===== src/rtl/mask_pkg.sv =====
// Shared types and PRNG step for the Boolean share encoder.
// xorshift32 is the single source of mask and refresh randomness.
package mask_pkg;

  localparam int PRNG_W = 32;
  localparam logic [PRNG_W-1:0] ZERO_SEED_SUB = 32'h00000001;

  typedef enum logic {
    UNSEEDED = 1'b0,
    RUN      = 1'b1
  } enc_state_t;

  function automatic logic [PRNG_W-1:0] xorshift32_next(input logic [PRNG_W-1:0] x);
    logic [PRNG_W-1:0] y;
    y = x ^ (x << 13);
    y = y ^ (y >> 17);
    y = y ^ (y << 5);
    return y;
  endfunction

endpackage


===== src/rtl/mask_share_encoder_if.sv =====
// Producer/consumer bundle of the share encoder: seed load, input word,
// output shares, refresh bus and reseed request.
interface mask_share_encoder_if #(
  parameter int NUM_SHARES = 2,
  parameter int WIDTH      = 8,
  parameter int REFRESH_W  = 3
);
  import mask_pkg::*;

  logic                        seed_valid;
  logic [PRNG_W-1:0]           seed;
  logic                        in_valid;
  logic                        in_ready;
  logic [WIDTH-1:0]            in_data;
  logic                        out_valid;
  logic                        out_ready;
  logic [NUM_SHARES*WIDTH-1:0] out_shares;
  logic [REFRESH_W-1:0]        refresh;
  logic                        refresh_valid;
  logic                        reseed_req;

  modport master (
    output seed_valid, seed, in_valid, in_data, out_ready,
    input  in_ready, out_valid, out_shares, refresh, refresh_valid, reseed_req
  );

  modport slave (
    input  seed_valid, seed, in_valid, in_data, out_ready,
    output in_ready, out_valid, out_shares, refresh, refresh_valid, reseed_req
  );

endinterface


===== src/rtl/mask_prng_xorshift32.sv =====
// Seedable xorshift32 state register; load wins over advance, zero seed is
// replaced so the generator can never lock up at the all-zero fixed point.
module mask_prng_xorshift32
  import mask_pkg::*;
(
  input  logic              clock,
  input  logic              reset_n,
  input  logic              load,
  input  logic [PRNG_W-1:0] seed,
  input  logic              advance,
  output logic [PRNG_W-1:0] state
);

  logic [PRNG_W-1:0] r_state;

  always_ff @(posedge clock or negedge reset_n) begin
    if (!reset_n) begin
      r_state <= '0;
    end else if (load) begin
      r_state <= (seed == '0) ? ZERO_SEED_SUB : seed;
    end else if (advance) begin
      r_state <= xorshift32_next(r_state);
    end
  end

  assign state = r_state;

endmodule


===== src/rtl/mask_share_encoder.sv =====
// Splits each word into NUM_SHARES Boolean shares; latency 1, one output register,
// 1 word/cycle; in_ready drops while the held output is not taken.
module mask_share_encoder
  import mask_pkg::*;
#(
  parameter int NUM_SHARES      = 2,
  parameter int WIDTH           = 8,
  parameter int REFRESH_W       = 3,
  parameter int RESEED_INTERVAL = 1024
) (
  input logic                 clock,
  input logic                 reset_n,
  mask_share_encoder_if.slave bus
);

  localparam int CNT_W = $clog2(RESEED_INTERVAL + 1);

  if ((NUM_SHARES < 2) || (NUM_SHARES > 4)) begin : g_bad_shares
    $error("mask_share_encoder: NUM_SHARES must be in 2..4");
  end
  if ((NUM_SHARES - 1) * WIDTH + REFRESH_W > PRNG_W) begin : g_bad_width
    $error("mask_share_encoder: mask and refresh bits exceed the PRNG word");
  end

  enc_state_t                  r_fsm;
  logic                        r_out_vld;
  logic [NUM_SHARES*WIDTH-1:0] r_out_shares;
  logic [REFRESH_W-1:0]        r_refresh;
  logic                        r_refresh_vld;
  logic [CNT_W-1:0]            r_count;

  logic [PRNG_W-1:0]           w_state;
  logic                        w_advance;
  logic                        w_in_rdy;
  logic                        w_accept;
  logic                        w_reseed;
  logic [NUM_SHARES*WIDTH-1:0] w_shares;
  logic [WIDTH-1:0]            w_acc;
  logic                        w_unused_state;

  assign w_advance = (r_fsm == RUN) && !bus.seed_valid;
  assign w_in_rdy  = (r_fsm == RUN) && (!r_out_vld || bus.out_ready);
  assign w_accept  = bus.in_valid && w_in_rdy;
  assign w_reseed  = (r_count == CNT_W'(RESEED_INTERVAL));

  // Bits between the masks and the refresh field are deliberately discarded.
  assign w_unused_state = ^w_state;

  mask_prng_xorshift32 u_prng (
    .clock   (clock),
    .reset_n (reset_n),
    .load    (bus.seed_valid),
    .seed    (bus.seed),
    .advance (w_advance),
    .state   (w_state)
  );

  always_comb begin
    w_shares = '0;
    w_acc    = '0;
    for (int j = 0; j < NUM_SHARES - 1; j++) begin
      w_shares[j*WIDTH +: WIDTH] = w_state[j*WIDTH +: WIDTH];
      w_acc                      = w_acc ^ w_state[j*WIDTH +: WIDTH];
    end
    w_shares[(NUM_SHARES-1)*WIDTH +: WIDTH] = bus.in_data ^ w_acc;
  end

  always_ff @(posedge clock or negedge reset_n) begin
    if (!reset_n) begin
      r_fsm         <= UNSEEDED;
      r_out_vld     <= 1'b0;
      r_out_shares  <= '0;
      r_refresh     <= '0;
      r_refresh_vld <= 1'b0;
      r_count       <= '0;
    end else begin
      case (r_fsm)
        UNSEEDED: if (bus.seed_valid) r_fsm <= RUN;
        RUN:      r_fsm <= RUN;
        default:  r_fsm <= UNSEEDED;
      endcase

      if (w_accept) begin
        r_out_vld    <= 1'b1;
        r_out_shares <= w_shares;
      end else if (bus.out_ready) begin
        r_out_vld    <= 1'b0;
      end

      // Refresh comes from the top of S, disjoint from the mask slices.
      if (r_fsm == RUN) begin
        r_refresh     <= w_state[PRNG_W-1 -: REFRESH_W];
        r_refresh_vld <= 1'b1;
      end

      if (bus.seed_valid) begin
        r_count <= '0;
      end else if (w_accept && !w_reseed) begin
        r_count <= r_count + CNT_W'(1);
      end
    end
  end

  assign bus.in_ready      = w_in_rdy;
  assign bus.out_valid     = r_out_vld;
  assign bus.out_shares    = r_out_shares;
  assign bus.refresh       = r_refresh;
  assign bus.refresh_valid = r_refresh_vld;
  assign bus.reseed_req    = w_reseed;

endmodule


===== src/flat_wrapper.sv =====
// flat-port wrapper written by rule: the top's interface ports become plain ports
module mask_share_encoder_flat import mask_pkg::*;
#(
  parameter int NUM_SHARES      = 2,
  parameter int WIDTH           = 8,
  parameter int REFRESH_W       = 3,
  parameter int RESEED_INTERVAL = 1024
)
  (clock, reset_n, bus_seed_valid, bus_seed, bus_in_valid, bus_in_data, bus_out_ready, bus_in_ready, bus_out_valid, bus_out_shares, bus_refresh, bus_refresh_valid, bus_reseed_req);
  mask_share_encoder_if #(.NUM_SHARES(NUM_SHARES), .WIDTH(WIDTH), .REFRESH_W(REFRESH_W)) bus_i ();
  input logic clock;
  input logic reset_n;
  input wire logic [$bits(bus_i.seed_valid)-1:0] bus_seed_valid;
  input wire logic [$bits(bus_i.seed)-1:0] bus_seed;
  input wire logic [$bits(bus_i.in_valid)-1:0] bus_in_valid;
  input wire logic [$bits(bus_i.in_data)-1:0] bus_in_data;
  input wire logic [$bits(bus_i.out_ready)-1:0] bus_out_ready;
  output wire logic [$bits(bus_i.in_ready)-1:0] bus_in_ready;
  output wire logic [$bits(bus_i.out_valid)-1:0] bus_out_valid;
  output wire logic [$bits(bus_i.out_shares)-1:0] bus_out_shares;
  output wire logic [$bits(bus_i.refresh)-1:0] bus_refresh;
  output wire logic [$bits(bus_i.refresh_valid)-1:0] bus_refresh_valid;
  output wire logic [$bits(bus_i.reseed_req)-1:0] bus_reseed_req;
  assign bus_i.seed_valid = bus_seed_valid;
  assign bus_i.seed = bus_seed;
  assign bus_i.in_valid = bus_in_valid;
  assign bus_i.in_data = bus_in_data;
  assign bus_i.out_ready = bus_out_ready;
  assign bus_in_ready = bus_i.in_ready;
  assign bus_out_valid = bus_i.out_valid;
  assign bus_out_shares = bus_i.out_shares;
  assign bus_refresh = bus_i.refresh;
  assign bus_refresh_valid = bus_i.refresh_valid;
  assign bus_reseed_req = bus_i.reseed_req;
  mask_share_encoder #(.NUM_SHARES(NUM_SHARES), .WIDTH(WIDTH), .REFRESH_W(REFRESH_W), .RESEED_INTERVAL(RESEED_INTERVAL)) u_core (.clock(clock), .reset_n(reset_n), .bus(bus_i));
endmodule

===== config.mk =====
export PLATFORM = sky130hd
export DESIGN_NAME = mask_share_encoder_flat
export DESIGN_NICKNAME = d
export VERILOG_FILES = /design/src/rtl/mask_pkg.sv /design/src/rtl/mask_share_encoder_if.sv /design/src/rtl/mask_prng_xorshift32.sv /design/src/rtl/mask_share_encoder.sv /design/src/flat_wrapper.sv
export SDC_FILE = /design/constraint.sdc
export NUM_CORES = 1
export LEC_CHECK = 0
export ABC_AREA = 1
export CAP_MARGIN = 20
export CORE_MARGIN = 1.5
export CORE_UTILIZATION = 55
export CTS_BUF_LIST = sky130_fd_sc_hd__clkbuf_2
export CTS_CLUSTER_SIZE = 16
export DETAILED_ROUTE_END_ITERATION = 16
export PLACE_DENSITY_LB_ADDON = 0.12
export SLEW_MARGIN = 30
export SYNTH_ARGS = -nofsm -noshare
export SYNTH_HDL_FRONTEND = slang
export SYNTH_SLANG_ARGS = --single-unit

===== constraint.sdc =====
create_clock -name clock -period 3.3 [get_ports clock]
set_input_delay 0.33 -clock clock [delete_from_list [all_inputs] [get_ports clock]]
set_output_delay 0.33 -clock clock [all_outputs]
set_load 0.005 [all_outputs]

==> flow_metrics.env, run 1 <==
export IMPL_start_util_pct=56.62
export IMPL_irDropWorstVdd_uv=369.5
export IMPL_syn_area_um2=4106
export IMPL_crit_family="buffers and inverters"
export IMPL_wl_per_cell_um=14.89
export IMPL_seqCellArea_um2=1627
export IMPL_ios=68
export IMPL_p_leak_nw=2.423
export IMPL_post_route_cells_drive_above_1_share_pct=5.689
export IMPL_r2r_setup_slack_ns=1.53
export IMPL_htree_num_levels=3
export IMPL_netSwitchingFraction_pct=47.11
export IMPL_crit_start="u_core.r_count[0]"
export IMPL_critPathBufInv=2
export IMPL_hold_path_class="primary input to flip-flop"
export IMPL_synth_seq_cells=65
export IMPL_dpl_hpwl_um=8450
export IMPL_clock_path_buffers=2
export IMPL_crit_arrival_ns=2.22
export IMPL_dieArea_um2=7993
export IMPL_clock_sinks=65
export IMPL_netlist_area_leader_share_pct=39.61
export IMPL_drv_slew=0
export IMPL_worstSetupPathDepth=5
export IMPL_powerDensity_nw_per_um2=796.8
export IMPL_ant_nets=0
export IMPL_cts_made_buffers=9
export IMPL_nets=710
export IMPL_yosysTopAreaCell="dfrtp_1"
export IMPL_core_area_um2=7253
export IMPL_finClkSkew_ns=0.02912
export IMPL_whs_endpoint="u_core.u_prng.state[27]"
export IMPL_end_kind="primary output"
export IMPL_timing_final_setup_violations=0
export IMPL_wirelength_um=11420
export IMPL_synth_cells=600
export IMPL_r2r_cells=7
export IMPL_yosysSeqAreaShare_pct=39.61
export IMPL_core_rowCount=31
export IMPL_internal_power_w=0.002088
export IMPL_clk_pin_slew_ns=0.20
export IMPL_multi_input_area_um2=2166
export IMPL_postCtsSetupRepairBufs=0
export IMPL_seqPwrFrac_pct=35.4
export IMPL_drc=0
export IMPL_die_y_um=89.41
export IMPL_fillCellCount=640
export IMPL_vias=4222
export IMPL_worstPathCellList="inv_1 -> ha_1 -> nand3_4 -> nor3_4 -> clkdlybuf4s50_1"
export IMPL_antenna_found_initial=0
export IMPL_r2r_end="u_core.r_count[9]"
export IMPL_rsz0062_at_grt="no"
export IMPL_synth_area_per_cell_um2=6.844
export IMPL_die_x_um=89.41
export IMPL_required_ns=2.97
export IMPL_period_share_pct=77.28
export IMPL_critPathMaxStageDelay_ns=0.56
export IMPL_critical_path_max_fanout=5
export IMPL_cp_start_kind="flip-flop"
export IMPL_via_per_inst=5.505
export IMPL_grt_usage_pct=30.42
export IMPL_synth_net_count=647
export IMPL_ys_warnings_count=0
export IMPL_grt_pass1_wl_um=18290
export IMPL_drt_initial_drc_count=324
export IMPL_critPathKind="flip-flop to primary output"
export IMPL_synth_area_top_cells="dfrtp_1, nand2_1, nand3_1"
export IMPL_drv_cap=0
export IMPL_io_buffers=67
export IMPL_max_freq_mhz=392.1
export IMPL_reg2reg_from="u_core.r_fsm"
export IMPL_hp_start="bus_seed[27]"
export IMPL_clock_power_share_pct=11.9
export IMPL_p_comb_share_pct=52.7
export IMPL_grt_pass1_vias=3891
export IMPL_p_sw_w=0.001859
export IMPL_root_buffer="clkbuf_2"
export IMPL_clkLatencyLatePin_ns=0.51
export IMPL_hold_violations=0
export IMPL_grt_max_degree=66
export IMPL_slew_headroom_pct=43.71
export IMPL_gp_congestion=0.8966
export IMPL_fin_crit_ns=2.550
export IMPL_area_growth_pct=20.63
export IMPL_final_cell_mix="nand2_1, clkdlybuf4s50_1, dfrtp_1"
export IMPL_tightest_slew_ns=0.8444
export IMPL_grt_overflow=0
export IMPL_mostFrequentLayoutCell="nand2_1"
export IMPL_hold_depth=3
export IMPL_cts_tree="yes"
export IMPL_ys_types=35
export IMPL_holdWs_ns=0.3952
export IMPL_critPathSlowestCell="clkdlybuf4s50_1"
export IMPL_outcome="finished clean"
export IMPL_drt_first_pass_iters=5
export IMPL_fin_tns_setup_ns=0
export IMPL_antenna_cells=0
kinds of logic after synthesis:
kind of cell,synth area share (%)
buffers and inverters,7.648
AOI/OAI and AO/OA,11.00
xor gates and xnor gates,4.479
adders and majority gates,0.6093
and+or+nand+nor,36.65
DFF,39.61
worst register-to-register path: stages, from the launching register on:
cell	delay [ns]
dfrtp_1	0.63
inv_4	0.11
a21oi_4	0.16
nand2_4	0.23
nor2_4	0.33
nor2_4	0.08
nand2_1	0.08
o21ai_1	0.06
repair_timing:
action | CTS | global route
resized for setup | 0 | 0
setup endpoints to repair | 0 | 0
endpoints found under the hold margin | 14 | 0
hold buffers | 1 | 0
worst max path at each step:
stage	slack, ns	endpoint
2_1_floorplan	1.82	u_core.r_count[10]
3_5_place_dp	1.28	u_core.u_prng.state[23]
5_1_grt	0.61	bus_reseed_req
6_report	0.75	bus_reseed_req
3_3_place_gp	1.35	bus_reseed_req
4_1_cts	0.72	bus_reseed_req
power by group through the flow:
| stage | sequential (W) | combinational (W) | clock [W] |
|---|---|---|---|
| floorplan | 0.00130 | 0.00147 | 0 |
| global placement | 0.00140 | 0.00197 | 0 |
| detailed placement | 0.00141 | 0.00203 | 0 |
| CTS | 0.00139 | 0.00205 | 0.000481 |
| global route | 0.00144 | 0.00238 | 0.000521 |
| finish | 0.00140 | 0.00208 | 0.000470 |
sequential cells by signal (all words and copies together) (netlist names):
signal	cells
u_core.bus.refresh	3
u_core.bus.out_valid	1
u_core.bus.refresh_valid	1
u_core.bus.out_shares	16
u_core.r_count	11
u_core.u_prng.state	32
u_core.r_fsm	1
metrics by stage:
stage	power (W)	cell area, um^2	utilization (%)	instances	setup slack [ns]
finish	0.003947	4954	68.29	767	0.7498
global route	0.004335	4954	68.29	767	0.6084
CTS	0.003921	4954	68.29	767	0.7232
detailed placement	0.003441	4835	66.66	750	1.281
global placement	0.003371	4835	66.66	750	1.350
floorplan	0.002766	4106	-	600	1.822
metal layers:
| layer | global-route usage [%] | up-vias | wire, um |
|---|---|---|---|
| met5 | 0 | - | 0 |
| met4 | 8.951 | 0 | 211 |
| met3 | 6.094 | 18 | 983 |
| met2 | 47.78 | 201 | 5237 |
| met1 | 42.65 | 1949 | 4984 |
| li1 | - | 2054 | - |
cells in the mapped netlist, drive strengths merged:
master	n
clkinv	4
nand2	224
ha	2
a31oi	8
nor2	51
xor2	6
xnor2	15
nand4	12
a31o	1
or2	5
buf	12
inv	50
a22oi	2
nor3	6
dfrtp	65
nand3	56
clkbuf	10
a21oi	36
o21ai	35
cell type report:
class                           instances  area share, %
Tap cell                               99          2.501
Sequential cell                        65          32.84
Inverter                               54          4.193
Clock buffer                           10          1.010
Timing Repair Buffer                   74          14.55
Multi-Input combinational cell        459          43.72
Clock inverter                          6          1.187
(Power assumes the default switching activity.)
==> inputs of run 2 (changes only) <==
==> constraint.sdc (replaced) <==
create_clock -name clock -period 2.4 [get_ports clock]
set_input_delay 0.24 -clock clock [delete_from_list [all_inputs] [get_ports clock]]
set_output_delay 0.24 -clock clock [all_outputs]
set_load 0.005 [all_outputs]
==> flow_metrics.env, run 2 (synthesis results as in run 1) <==
export IMPL_outcome="finished clean"
export IMPL_fin_tns_setup_ns=0
export IMPL_clk_pin_slew_ns=0.19
export IMPL_largest_reg_flops=32
export IMPL_area_growth_pct=23.10
export IMPL_nets=712
export IMPL_fin_crit_ns=2.263
export IMPL_crit_arrival_ns=2.02
export IMPL_rsz0062_at_grt="no"
export IMPL_vias=4283
export IMPL_ant_nets=0
export IMPL_drv_cap=0
export IMPL_ios=68
export IMPL_dpl_hpwl_um=8511
export IMPL_grt_max_degree=41
export IMPL_start_util_pct=56.62
export IMPL_drt_first_pass_iters=7
export IMPL_required_ns=2.16
export IMPL_gp_congestion=0.9277
export IMPL_final_util_pct=69.69
export IMPL_tightest_slew_ns=0.6501
export IMPL_htree_num_levels=3
export IMPL_end_kind="primary output"
export IMPL_critical_path_max_fanout=5
export IMPL_clock_sinks=65
export IMPL_via_per_inst=5.570
export IMPL_p_leak_nw=2.476
export IMPL_grt_usage_pct=30.13
export IMPL_post_route_cells_drive_above_1_share_pct=6.119
export IMPL_io_buffers=67
export IMPL_fillCellCount=620
export IMPL_cts_tree="yes"
export IMPL_mostFrequentLayoutCell="nand2_1"
export IMPL_wl_per_cell_um=14.87
export IMPL_power_w=0.005787
export IMPL_core_rowCount=31
export IMPL_clkLatencyLatePin_ns=0.51
export IMPL_fin_area_um2=5055
export IMPL_antenna_cells=0
export IMPL_die_y_um=89.41
export IMPL_powerDensity_nw_per_um2=1145
export IMPL_cts_made_buffers=9
export IMPL_final_cell_mix="nand2_1, clkdlybuf4s50_1, dfrtp_1"
export IMPL_grt_pass1_wl_um=18080
export IMPL_slew_headroom_pct=56.66
export IMPL_drt_initial_drc_count=399
export IMPL_wirelength_um=11440
export IMPL_irDropWorstVdd_uv=638.9
export IMPL_finClkSkew_ns=0.02291
export IMPL_grt_overflow=0
export IMPL_antenna_found_initial=0
export IMPL_drc=0
export IMPL_max_freq_mhz=441.9
export IMPL_clock_path_buffers=2
export IMPL_hold_path_class="primary input to asynchronous set/reset pin"
export IMPL_drv_slew=0
export IMPL_core_area_um2=7253
export IMPL_dieArea_um2=7993
export IMPL_root_buffer="clkbuf_2"
export IMPL_place_area_um2=4855
export IMPL_die_x_um=89.41
export IMPL_critPathKind="flip-flop to primary output"
export IMPL_hold_violations=0
export IMPL_cp_start_kind="flip-flop"
export IMPL_period_share_pct=94.30
export IMPL_timing_final_setup_violations=0
export IMPL_grt_pass1_vias=3760
[run 2: timing repair]
action                     4_1_cts  5_1_grt
setup endpoints to repair        1        0
hold buffers                     1        0
hold endpoints to repair        28        0
gates resized for setup          0        0
buffers inserted                 1        0
[run 2: routing by layer]
layer	vias up	track usage, %	part of all wire (%)
met1	1948	41.43	42
met5	-	0	0
met2	244	48.12	47
met4	0	11.19	2.0
li1	2069	-	-
met3	22	4.801	9.7
[run 2: area by class of cell]
cell class	instances	area, um^2	share of cell area (%)
multi-input cells	459	2166	42.85
flip-flops and latches	65	1627	32.18
repair buffers	76	748.2	14.80
inverters	54	207.7	4.109
clock inverters	5	127.6	2.525
well taps	99	123.9	2.450
clock buffers	11	55.05	1.089
[run 2: power breakdown]
group          switching (W)  internal, W
Clock               0.000429     0.000562
Combinational        0.00172      0.00116
Sequential          0.000446      0.00147
Total                0.00259      0.00320
[run 2: stage by stage]
step,hold WS (ns),std cells,worst slack [ns]
floorplan,-0.05559,600,0.9225
global placement,0.3026,751,0.5399
detailed placement,0.3149,751,0.4634
CTS,0.2726,769,0.1233
global route,0.3233,769,0.04596
finish,0.2576,769,0.1368
[run 2: path summary, 6_finish.rpt]
path | startpoint | to | slack, ns | depth (start not counted)
worst max-delay path | u_core.r_count[0] | bus_reseed_req | 0.14 | 5
worst min-delay path | reset_n | u_core.bus.out_shares[14] | 0.26 | 2
worst max register to register | u_core.r_fsm | u_core.r_count[8] | 0.63 | 6
worst min register to register | u_core.bus.refresh[0] | u_core.bus.refresh[0] | 0.50 | 2
max in group asynchronous | reset_n | u_core.u_prng.state[4] | 1.43 | 3
min in group clock | bus_seed[25] | u_core.u_prng.state[25] | 0.31 | 3
[run 2: worst max-delay path, stage by stage (launching register included)]
cell             delay, ns
dfrtp_1               0.46
inv_1                 0.11
ha_1                  0.21
nand3_4               0.09
nor3_4                0.12
clkdlybuf4s50_1       0.52
